File: config.mk
export PLATFORM = sky130hd
export DESIGN_NAME = inst_fetch
export DESIGN_NICKNAME = d
export VERILOG_FILES = /design/src/rtl/inst_fetch_pkg.sv /design/src/rtl/prog_counter.sv /design/src/rtl/inst_fetch.sv
export SDC_FILE = /design/constraint.sdc
export NUM_CORES = 1
export LEC_CHECK = 0
export BUFFER_PORTS_ARGS = -buffer_cell sky130_fd_sc_hd__clkbuf_2
export CAP_MARGIN = 25
export CORE_UTILIZATION = 53
export DETAILED_ROUTE_END_ITERATION = 8
export PLACE_DENSITY = 0.86
export SYNTH_ARGS = -nofsm -noshare
export SYNTH_HDL_FRONTEND = slang
export SYNTH_HIERARCHICAL = 1
export SYNTH_SLANG_ARGS = --single-unit
File: constraint.sdc
create_clock -name clk -period 3.2 [get_ports clk]
set_input_delay 0.16 -clock clk [delete_from_list [all_inputs] [get_ports clk]]
set_output_delay 0.16 -clock clk [all_outputs]
set_load 0.1 [all_outputs]
File: src/rtl/inst_fetch_pkg.sv
// rtl/inst_fetch_pkg.sv - shared fetch-state encodings and widths for inst_fetch
package inst_fetch_pkg;
  localparam int INST_W = 16;
  localparam int DEFAULT_ADDR_W = 8;

  typedef enum logic [1:0] {
    FS_IDLE  = 2'd0,
    FS_RD_HI = 2'd1,
    FS_RD_LO = 2'd2,
    FS_DONE  = 2'd3
  } fetch_state_e;
endpackage

File: src/rtl/prog_counter.sv
// rtl/prog_counter.sv - program counter with jump load and +2 increment (load has priority)
module prog_counter #(
  parameter int ADDR_W = 8,
  parameter logic [ADDR_W-1:0] RESET_PC = '0
) (
  input  logic              clk,
  input  logic              reset,
  input  logic              load,
  input  logic [ADDR_W-1:0] load_addr,
  input  logic              inc,
  output logic [ADDR_W-1:0] pc
);
  localparam logic [ADDR_W-1:0] EVEN_MASK = ~ADDR_W'(1);

  // Instructions are 16-bit aligned, so bit 0 is always cleared.
  always_ff @(posedge clk or posedge reset) begin
    if (reset)
      pc <= RESET_PC & EVEN_MASK;
    else if (load)
      pc <= load_addr & EVEN_MASK;
    else if (inc)
      pc <= pc + ADDR_W'(2);
  end
endmodule

File: src/rtl/inst_fetch.sv
// rtl/inst_fetch.sv - 16-bit big-endian instruction fetch sequencer over a byte-wide memory
// Optional prefetch buffer: define INST_FETCH_PREFETCH_EN.
module inst_fetch
  import inst_fetch_pkg::*;
#(
  parameter int ADDR_W = DEFAULT_ADDR_W,
  parameter logic [ADDR_W-1:0] RESET_PC = '0
) (
  input  logic              clk,
  input  logic              reset,
  input  logic              fetch_req,
  input  logic              jmp_en,
  input  logic [ADDR_W-1:0] jmp_addr,
  output logic [ADDR_W-1:0] mem_addr,
  output logic              mem_rd,
  input  logic [7:0]        mem_rdata,
  output logic [INST_W-1:0] inst,
  output logic              inst_valid,
  output logic              busy,
  output logic [ADDR_W-1:0] pc
);
  fetch_state_e state;
  logic [7:0]   hi;
  logic         pc_inc;

`ifdef INST_FETCH_PREFETCH_EN
  logic [INST_W-1:0] buf_data;
  logic              buf_valid;
  logic              pf_active;

  assign pc_inc = (state == FS_DONE && !pf_active) ||
                  (state == FS_IDLE && fetch_req && buf_valid);
  assign busy   = (state != FS_IDLE) && !pf_active;
`else
  assign pc_inc = (state == FS_DONE);
  assign busy   = (state != FS_IDLE);
`endif

  prog_counter #(.ADDR_W(ADDR_W), .RESET_PC(RESET_PC)) u_pc (
    .clk       (clk),
    .reset     (reset),
    .load      (jmp_en),
    .load_addr (jmp_addr),
    .inc       (pc_inc),
    .pc        (pc)
  );

  // Memory port is a pure decode of state so mem_addr tracks pc while idle.
  assign mem_rd   = (state == FS_RD_HI) || (state == FS_RD_LO);
  assign mem_addr = (state == FS_RD_LO) ? (pc | ADDR_W'(1)) : pc;

  always_ff @(posedge clk or posedge reset) begin
    if (reset) begin
      state      <= FS_IDLE;
      hi         <= 8'h00;
      inst       <= '0;
      inst_valid <= 1'b0;
`ifdef INST_FETCH_PREFETCH_EN
      buf_data   <= '0;
      buf_valid  <= 1'b0;
      pf_active  <= 1'b0;
`endif
    end else begin
      inst_valid <= 1'b0;
      if (jmp_en) begin
        state <= FS_IDLE;
`ifdef INST_FETCH_PREFETCH_EN
        buf_valid <= 1'b0;
        pf_active <= 1'b0;
`endif
      end else begin
        case (state)
          FS_IDLE: begin
`ifdef INST_FETCH_PREFETCH_EN
            if (fetch_req && buf_valid) begin
              inst       <= buf_data;
              inst_valid <= 1'b1;
              buf_valid  <= 1'b0;
              pf_active  <= 1'b1;
              state      <= FS_RD_HI;
            end else if (fetch_req) begin
              state <= FS_RD_HI;
            end
`else
            if (fetch_req)
              state <= FS_RD_HI;
`endif
          end
          FS_RD_HI: state <= FS_RD_LO;
          FS_RD_LO: begin
            hi    <= mem_rdata;
            state <= FS_DONE;
          end
          FS_DONE: begin
`ifdef INST_FETCH_PREFETCH_EN
            // Prefetch fills the buffer without advancing pc; demand fetch refills.
            if (pf_active) begin
              buf_data  <= {hi, mem_rdata};
              buf_valid <= 1'b1;
              pf_active <= 1'b0;
              state     <= FS_IDLE;
            end else begin
              inst       <= {hi, mem_rdata};
              inst_valid <= 1'b1;
              pf_active  <= 1'b1;
              state      <= FS_RD_HI;
            end
`else
            inst       <= {hi, mem_rdata};
            inst_valid <= 1'b1;
            state      <= FS_IDLE;
`endif
          end
          default: state <= FS_IDLE;
        endcase
      end
    end
  end
endmodule
==> results_dict.tcl, run 1 <==
set metrics [dict create \
    first_global_vias 942 \
    cts_buffers 5 \
    drt-vias-per-instance 5.207 \
    fp-row-count 19 \
    crit_chain "inv_1, ha_1, nor2b_1, mux2_2" \
    violations "design-rule violations" \
    drt.antenna.violating_nets 0 \
    worst_setup_path_start_kind "flip-flop" \
    clock_path_buffers 2 \
    final.setup_skew_ns 0.005485 \
    post_drt_wl_per_cell_um 13.49 \
    core_area_mm2 0.002805 \
    critPathMaxFanout 8 \
    layout.nets 197 \
    synth_cell_types 24 \
    yosys-top-cells-count "dfrtp_1 (34), mux2_2 (15), buf_4 (9), mux2_4 (9), nand2_1 (8)" \
    grtUsageTotal_pct 18.40 \
    drv_slew 0 \
    post-place-cells 194 \
    syn_inst 124 \
    grt_pass1_wl_um 4436 \
    place.port_buffers 52 \
    synth_edf_count 0 \
    fillers 228 \
    die_w_um 56.80 \
    synth_top_area_cell "dfrtp_1" \
    synth_fp_nets 149 \
    slowest_stage "nor2b_1" \
    relSlewSlack_pct 46.11 \
    register_area_um2 850.8 \
    num_vias 1057 \
    rsz0062_at_grt "no" \
    final_cell_count_no_fill 203 \
    tns_ns 0 \
    synth_seq_cells 34 \
    grt_remaining_overflow 0 \
    status "complete, but fails checks" \
    avgSynthCellArea_um2 12.83 \
    maxCapViolCount 0 \
    crit_required_ns 3.41 \
    arrival_ns 2.12 \
    async_flop_share_pct 100.0 \
    clk_pin_slew_ns 0.09 \
    period_minus_slack_ns 1.904 \
    die_y_um 56.80 \
    drive_gt1_share_pct 48.84 \
    crit_type "reg -> reg" \
    clock_latency_ns 0.32 \
    seq_area_frac_synth_pct 53.46 \
    start_util_pct 56.74 \
    dr.pass1.iters 6 \
    yosysMostFrequentCell "dfrtp_1" \
    grt_max_degree 28 \
    tightest_slew_ns 0.8067 \
    cts_max_level 2 \
    max_freq_mhz 525.1 \
    hold_viol_final 0 \
    syn_area_mm2 0.001592 \
    slowest_delay_ns 0.66 \
    gp_congestion 0.6658 \
    cp-end-kind "flip-flop" \
    netlist_top_cells_area "dfrtp_1 (53%), mux2_2 (11%), mux2_4 (8.5%)" \
    antenna_cells 0 \
    wirelength_um 2739 \
    r2r_start "state[0]" \
    yosysWarnings 6 \
    areaGrowthSynthToFinish_pct 17.30 \
    die-area_mm2 0.003226 \
    antenna_found_initial 0 \
    post_cts_buffers 0 \
    root_buffer "clkbuf_4" \
    fin_crit_sh_pct 59.51 \
    synth_top_area_share_pct 53.46 \
    ys.flop_type "dfrtp_1" \
    hold_path.startpoint "jmp_addr[7]" \
    io_pins 55 \
    cts_resized 0 \
    drc_errors 6 \
    setup_violations 0 \
    crit_start "state[0]" \
    clock-sinks 34 \
    cts_tree "yes" \
    hp-class "in -> reg" \
    drt_iter0_markers 22 \
    multi_input_comb_area_um2 611.8 \
    hpwl_um 1960 \
]
==> state kept, by name, indices dropped and copies added, names as in the netlist <==
name,cells
hi,8
inst,16
inst_valid,1
state,2
u_pc/pc,7
==> critical path, delay by kind of cell (launching register included) <==
kind	cells	cell delay [ns]
AND/OR/NAND/NOR	1	0.66
multiplexers	1	0.42
flip-flops	1	0.41
adder cells (fa/ha/maj)	1	0.19
buffers and inverters	1	0.12
==> per-layer routing <==
metal	GRT usage, %	up-vias	wire length (um)
li1	-	510	-
met1	22.89	506	1136
met2	30.10	33	1377
met3	6.912	8	155
met4	5.226	0	70
met5	0	-	0
==> area by class of cell <==
type,instances,share of cell area (%)
timing repair buffer,54,15.95
inverter,6,1.206
tap,31,2.078
sequential,34,45.58
clock buffer,7,2.413
multi-input combinational,71,32.77
==> cell usage in the layout, fill, tap and decap left out <==
cell            n
or4_1           2
dlygate4sd3_1   1
nor2_1          3
nand3_1         6
inv_1           6
a211oi_1        1
mux2i_1         2
ha_1            5
or2_2           1
xnor2_1         1
clkbuf_1        2
clkbuf_4        5
dfrtp_1        34
buf_16          1
nand2b_4        1
o21ai_1         5
mux2_4          9
nand2b_1        1
nor2b_1         3
o21ai_0         2
nand4_1         2
xor2_1          3
clkbuf_2       52
nand2_1         8
conb_1          1
mux2_2         15
==> metrics by stage <==
stage	utilization [%]	instance area (um^2)	setup slack, ns	hold WS, ns
after floorplan	-	1592	1.176	-0.03660
after global placement	63.60	1784	1.397	0.09759
after detailed placement	63.60	1784	1.333	0.09714
after CTS	65.57	1839	1.320	0.03918
after global routing	66.55	1867	1.205	0.02449
final	66.55	1867	1.296	0.04689
==> kinds of logic (layout without fill, tap and decap cells) <==
family,Yosys count,count (layout),synth area share (%)
adder cells (fa/ha/maj),5,5,3.931
AO/OA/AOI/OAI,8,8,2.673
buffers and inverters,19,67,8.097
flip-flops,34,34,53.46
AND/OR/NAND/NOR,27,27,9.041
XOR/XNOR,4,4,2.202
multiplexers,26,26,20.36
other,1,1,0.2356
==> worst paths after layout <==
check,end,slack [ns],cells past startpoint
worst max-delay path,hi[7],1.30,4
worst min-delay path,u_pc/pc[7],0.05,3
worst max register to register,hi[7],1.30,4
worst min register to register,inst[4],0.51,1
max in group asynchronous,inst[8],2.39,4
min in group asynchronous,u_pc/pc[2],0.32,3
==> timing repair <==
| action | in CTS | in global routing |
|---|---|---|
| hold endpoints to repair | 7 | 0 |
| hold buffers | 1 | 0 |
| setup endpoints to repair | 0 | 0 |
Power of run 1 is left out: the tool's default activity adds up to more than one toggle a clock period on the data nets, which glitch-free logic cannot reach.
==> run 2: changes to the inputs <==
--- a/config.mk
+++ b/config.mk
@@ -5,11 +5,12 @@
 export SDC_FILE = /design/constraint.sdc
 export NUM_CORES = 1
 export LEC_CHECK = 0
+export ABC_AREA = 1
 export BUFFER_PORTS_ARGS = -buffer_cell sky130_fd_sc_hd__clkbuf_2
 export CAP_MARGIN = 25
-export CORE_UTILIZATION = 53
+export CORE_UTILIZATION = 45
 export DETAILED_ROUTE_END_ITERATION = 8
-export PLACE_DENSITY = 0.86
+export PLACE_DENSITY = 0.77
 export SYNTH_ARGS = -nofsm -noshare
 export SYNTH_HDL_FRONTEND = slang
 export SYNTH_HIERARCHICAL = 1
==> constraint.sdc (replaced) <==
create_clock -name clk -period 1.6 [get_ports clk]
set_input_delay 0.08 -clock clk [delete_from_list [all_inputs] [get_ports clk]]
set_output_delay 0.08 -clock clk [all_outputs]
set_load 0.1 [all_outputs]
==> results_dict.tcl, run 2 <==
set metrics [dict create \
    synth_top_area_cell "dfrtp_1" \
    clock-sinks 34 \
    maxCapViolCount 0 \
    cts_buffers 5 \
    wirelength_um 3163 \
    top_register "inst" \
    tightest_slew_ns 0.5584 \
    die_y_um 63.68 \
    cts_max_level 2 \
    dr.pass1.iters 4 \
    dpl_cell_area_mm2 0.001987 \
    place.port_buffers 52 \
    synth_cell_types 24 \
    first_global_vias 1217 \
    clk_pin_slew_ns 0.07 \
    synth_fp_nets 207 \
    synth_seq_cells 34 \
    clock_path_buffers 2 \
    syn_area_mm2 0.001712 \
    synthMuxAreaShare_pct 0 \
    drc_errors 0 \
    grt_max_degree 28 \
    root_buffer "clkbuf_8" \
    antenna_found_initial 0 \
    crit_chain "inv_2, ha_2, or2_2, buf_12" \
    clock_latency_ns 0.28 \
    die-area_mm2 0.004055 \
    drt.antenna.violating_nets 0 \
    synth_fa_ha_area_share_pct 3.655 \
    max_freq_mhz 652.9 \
    crit_required_ns 1.52 \
    hold_viol_final 0 \
    die_w_um 63.68 \
    post_drt_wl_per_cell_um 11.26 \
    async_flop_share_pct 100.0 \
    status "complete, no violations" \
    relSlewSlack_pct 62.93 \
    avgSynthCellArea_um2 9.405 \
    critPathMaxFanout 3 \
    fillers 325 \
    core_area_mm2 0.003661 \
    final_util_pct 57.79 \
    grt_remaining_overflow 0 \
    synthSimpleGateAreaFrac_pct 21.05 \
    fp-row-count 22 \
    yosysWarnings 6 \
    hpwl_um 2299 \
    drive_gt1_share_pct 42.92 \
    antenna_cells 0 \
    final.setup_skew_ns 0.005358 \
    tns_ns 0 \
    gp_congestion 0.7918 \
    synth_top_family_by_area "simple AND/OR/NAND/NOR gates" \
    synth_top_area_share_pct 49.71 \
    layout_commonest_cell "nand2_1" \
    cp-end-kind "output pin" \
    hp-class "in -> reg" \
    final_cell_mix "nand2_1 (52), clkbuf_2 (49), dfrtp_1 (29), inv_1 (19), o21ai_2 (16)" \
    areaGrowthSynthToFinish_pct 23.61 \
    grtUsageTotal_pct 17.30 \
    crit_type "reg -> out" \
    layout.nets 257 \
    synth_edf_count 0 \
    yosys-top-cells-count "nand2_1 (52), dfrtp_1 (34), inv_1 (20)" \
    slowest_delay_ns 0.39 \
    setup_violations 0 \
    netlist_top_cells_area "dfrtp_1 (50%), nand2_1 (11%), o21ai_2 (8.2%)" \
    io_pins 55 \
    grt_pass1_wl_um 5347 \
    fin_area_mm2 0.002116 \
    largest_register_ffs 16 \
    drt_iter0_markers 66 \
    num_vias 1305 \
    start_util_pct 46.75 \
    reg_top3 "inst x16, hi x8, u_pc/pc x7" \
    seq_area_frac_synth_pct 49.71 \
    cts_tree "yes" \
    arrival_ns 1.45 \
    worst_slack_ns 0.06841 \
    worst_setup_path_start_kind "flip-flop" \
    slowest_stage "dfrtp_1" \
    syn_inst 182 \
    drv_slew 0 \
    drt-vias-per-instance 4.644 \
    period_minus_slack_ns 1.532 \
    rsz0062_at_grt "no" \
    synthXorXnorAreaFrac_pct 0.5117 \
    fin_crit_sh_pct 95.72 \
    yosysMostFrequentCell "nand2_1" \
    synth-compound-area-share_pct 13.16 \
    ys.flop_type "dfrtp_1" \
    dp_slack_ns 0.2936 \
]
==> run 2: cell count changes in the layout (fill, tap and decap cells not counted), sizes merged, moves of 4 or more <==
cell / delta
a22oi: +5
o21ai: +10
buf: +4
mux2: -24
nor2: +4
inv: +17
nand2: +52
==> run 2: metrics by stage <==
stage,instances,hold slack (ns)
2_1_floorplan,182,-0.1169
3_3_place_gp,272,0.03556
3_5_place_dp,272,0.03232
4_1_cts,281,0.01046
5_1_grt,281,0.02149
6_report,281,0.01690
==> run 2: cells by family after synthesis <==
family                   after synthesis
flip-flops                            34
AND/OR/NAND/NOR                       79
AO/OA/AOI/OAI                         27
XOR/XNOR                               1
other                                  1
buffers and inverters                 35
adder cells (fa/ha/maj)                5
==> run 2: critical path: cells and delay by family, from the launching register on <==
family / cells / cell delay, ns
flip-flops: 1 / 0.39
AND/OR/NAND/NOR: 1 / 0.32
buffers and inverters: 2 / 0.24
adder cells (fa/ha/maj): 1 / 0.21
==> run 2: final timing paths <==
kind / from / cells past startpoint / slack (ns) / to
worst max-delay path: state[0] / 4 / 0.07 / mem_addr[0]
worst min-delay path: jmp_addr[1] / 3 / 0.02 / u_pc/pc[1]
worst max register to register: state[0] / 5 / 0.35 / inst[11]
worst min register to register: hi[6] / 2 / 0.47 / inst[14]
max in group asynchronous: reset / 4 / 0.94 / inst[2]
min in group asynchronous: reset / 3 / 0.29 / u_pc/pc[5]
==> run 2: layout make-up <==
type	instances	area (um^2)	area share, %
Clock inverter	1	30.03	1.419
Inverter	23	86.33	4.080
Timing Repair Buffer	55	330.3	15.61
Tap cell	48	60.06	2.839
Sequential cell	34	857.1	40.51
Clock buffer	7	86.33	4.080
Multi-Input combinational cell	113	665.6	31.46
==> run 2: what timing repair did <==
item	in CTS	in global routing
gates resized for setup	1	1
endpoints found under the hold margin	34	0
endpoints found under the setup margin	1	1
setup buffers	0	0
hold buffers	1	0
==> run 2: routing by layer <==
layer | vias to the layer above | wire length, um | GRT usage [%]
met5 | - | 0 | 0
met4 | 0 | 38 | 8.523
met3 | 4 | 126 | 3.623
met2 | 44 | 1587 | 28.19
met1 | 592 | 1411 | 21.61
li1 | 665 | - | -
Power of run 2 is left out for the same reason.
==> run 3: changes to the inputs <==
--- a/config.mk
+++ b/config.mk
@@ -6,11 +6,11 @@
 export NUM_CORES = 1
 export LEC_CHECK = 0
 export ABC_AREA = 1
-export BUFFER_PORTS_ARGS = -buffer_cell sky130_fd_sc_hd__clkbuf_2
+export BUFFER_PORTS_ARGS = -buffer_cell sky130_fd_sc_hd__buf_2
 export CAP_MARGIN = 25
 export CORE_UTILIZATION = 45
 export DETAILED_ROUTE_END_ITERATION = 8
-export PLACE_DENSITY = 0.77
+export PLACE_DENSITY = 0.76
 export SYNTH_ARGS = -nofsm -noshare
 export SYNTH_HDL_FRONTEND = slang
 export SYNTH_HIERARCHICAL = 1
==> results_dict.tcl, run 3 (same netlist as run 2, synthesis figures left out) <==
set metrics [dict create \
    areaGrowthSynthToFinish_pct 20.69 \
    slowest_stage "dfrtp_1" \
    place.port_buffers 52 \
    worst_setup_path_start_kind "flip-flop" \
    clk_pin_slew_ns 0.07 \
    clock-sinks 34 \
    die_w_um 63.68 \
    slowest_delay_ns 0.38 \
    hpwl_um 2151 \
    wirelength_um 2940 \
    start_util_pct 46.75 \
    clock_latency_ns 0.28 \
    gp_congestion 0.7686 \
    reg_top3 "inst x16, hi x8, u_pc/pc x7" \
    core_area_mm2 0.003661 \
    cp-end-kind "output pin" \
    final_cell_count_no_fill 282 \
    largest_register_ffs 16 \
    io_pins 55 \
    arrival_ns 1.45 \
    max_freq_mhz 652.8 \
    grt_pass1_wl_um 5223 \
    layout_commonest_cell "nand2_1" \
    grt_remaining_overflow 0 \
    first_global_vias 1209 \
    period_minus_slack_ns 1.532 \
    hold_viol_final 0 \
    final_cell_mix "nand2_1 (52), buf_2 (50), dfrtp_1 (29), inv_1 (20), o21ai_2 (16)" \
    post_drt_wl_per_cell_um 10.43 \
    cts_tree "yes" \
    drc_errors 0 \
    crit_chain "inv_1, ha_2, or2_2, buf_6" \
    die_y_um 63.68 \
    fp-row-count 22 \
    fin_crit_sh_pct 95.74 \
    drt_iter0_markers 86 \
    critPathMaxFanout 3 \
    cts_buffers 5 \
    drt-vias-per-instance 4.621 \
    root_buffer "clkbuf_8" \
    crit_required_ns 1.52 \
    critPathTopFamily "flip-flops" \
    grt_max_degree 28 \
    grtUsageTotal_pct 16.56 \
    status "complete, no violations" \
    die-area_mm2 0.004055 \
    hp-class "in -> reg" \
    setup_violations 0 \
    dr.pass1.iters 4 \
    antenna_found_initial 0 \
    rrSetupSlack_ns 0.25 \
    cts_max_level 2 \
    crit_type "reg -> out" \
    clock_path_buffers 2 \
    maxCapViolCount 0 \
    antenna_cells 0 \
    final.setup_skew_ns 0.002332 \
    drive_gt1_share_pct 43.16 \
    critPathBufInv 2 \
    drv_slew 0 \
    drt.antenna.violating_nets 0 \
    top_register "inst" \
    post-place-cells 272 \
    layout.nets 258 \
    num_vias 1303 \
]
[run 3: cell types whose count changed in the layout (fill, tap and decap cells not counted), sizes merged]
cell      delta
clkinv       +1
clkbuf      -49
clkinvlp     +1
buf         +49
bufinv       -1
[run 3: per-layer routing]
layer	part of all wire [%]	wire [um]	GRT usage (%)	up-vias
li1	-	-	-	669
met1	48	1397	19.84	601
met2	48	1423	28.32	33
met3	4.0	119	4.891	0
met4	0	0	5.114	0
met5	0	0	0	-
[run 3: per-stage QoR]
stage | setup TNS, ns | area [um^2] | hold slack, ns | setup WS (ns) | utilization, %
6_report | 0 | 2066 | 0.01348 | 0.06814 | 56.43
3_3_place_gp | 0 | 1942 | 0.03627 | 0.2486 | 53.04
4_1_cts | 0 | 2056 | 0.004753 | 0.01300 | 56.15
5_1_grt | -0.009511 | 2066 | 0.01958 | -0.009511 | 56.43
3_5_place_dp | 0 | 1942 | 0.03340 | 0.2234 | 53.04
2_1_floorplan | 0 | 1720 | -0.1169 | 0.05555 | -
[run 3: worst min-delay path: cells and delay by family]
| family | cells | cell delay, ns |
|---|---|---|
| buffers and inverters | 1 | 0.07 |
| AOI/OAI and AO/OA | 1 | 0.05 |
| and+or+nand+nor | 1 | 0.05 |
[run 3: what timing repair did]
item	CTS	global route
cloned	0	0
buffers inserted	0	1
hold endpoints to repair	34	0
hold buffers	1	0
gates resized for setup	3	1
endpoints found under the setup margin	1	2
[run 3: final cells by class]
| cell class | count | area (um^2) |
|---|---|---|
| flip-flops and latches | 34 | 857.1 |
| fillers | 329 | 1595 |
| multi-input cells | 113 | 665.6 |
| repair buffers | 56 | 301.5 |
| inverters | 23 | 86.33 |
| well taps | 48 | 60.06 |
| clock buffers | 6 | 82.58 |
| clock inverters | 2 | 12.51 |
[run 3: worst paths after layout]
check                            start     endpoint  depth (start not counted)
min in group asynchronous        reset   u_pc/pc[4]                          3
max                           state[0]  mem_addr[0]                          4
max in group asynchronous        reset      inst[2]                          4
min reg2reg                      hi[6]     inst[14]                          2
min                        jmp_addr[1]   u_pc/pc[1]                          3
max reg2reg                   state[1]     inst[11]                          5
Power of run 3 is left out for the same reason.
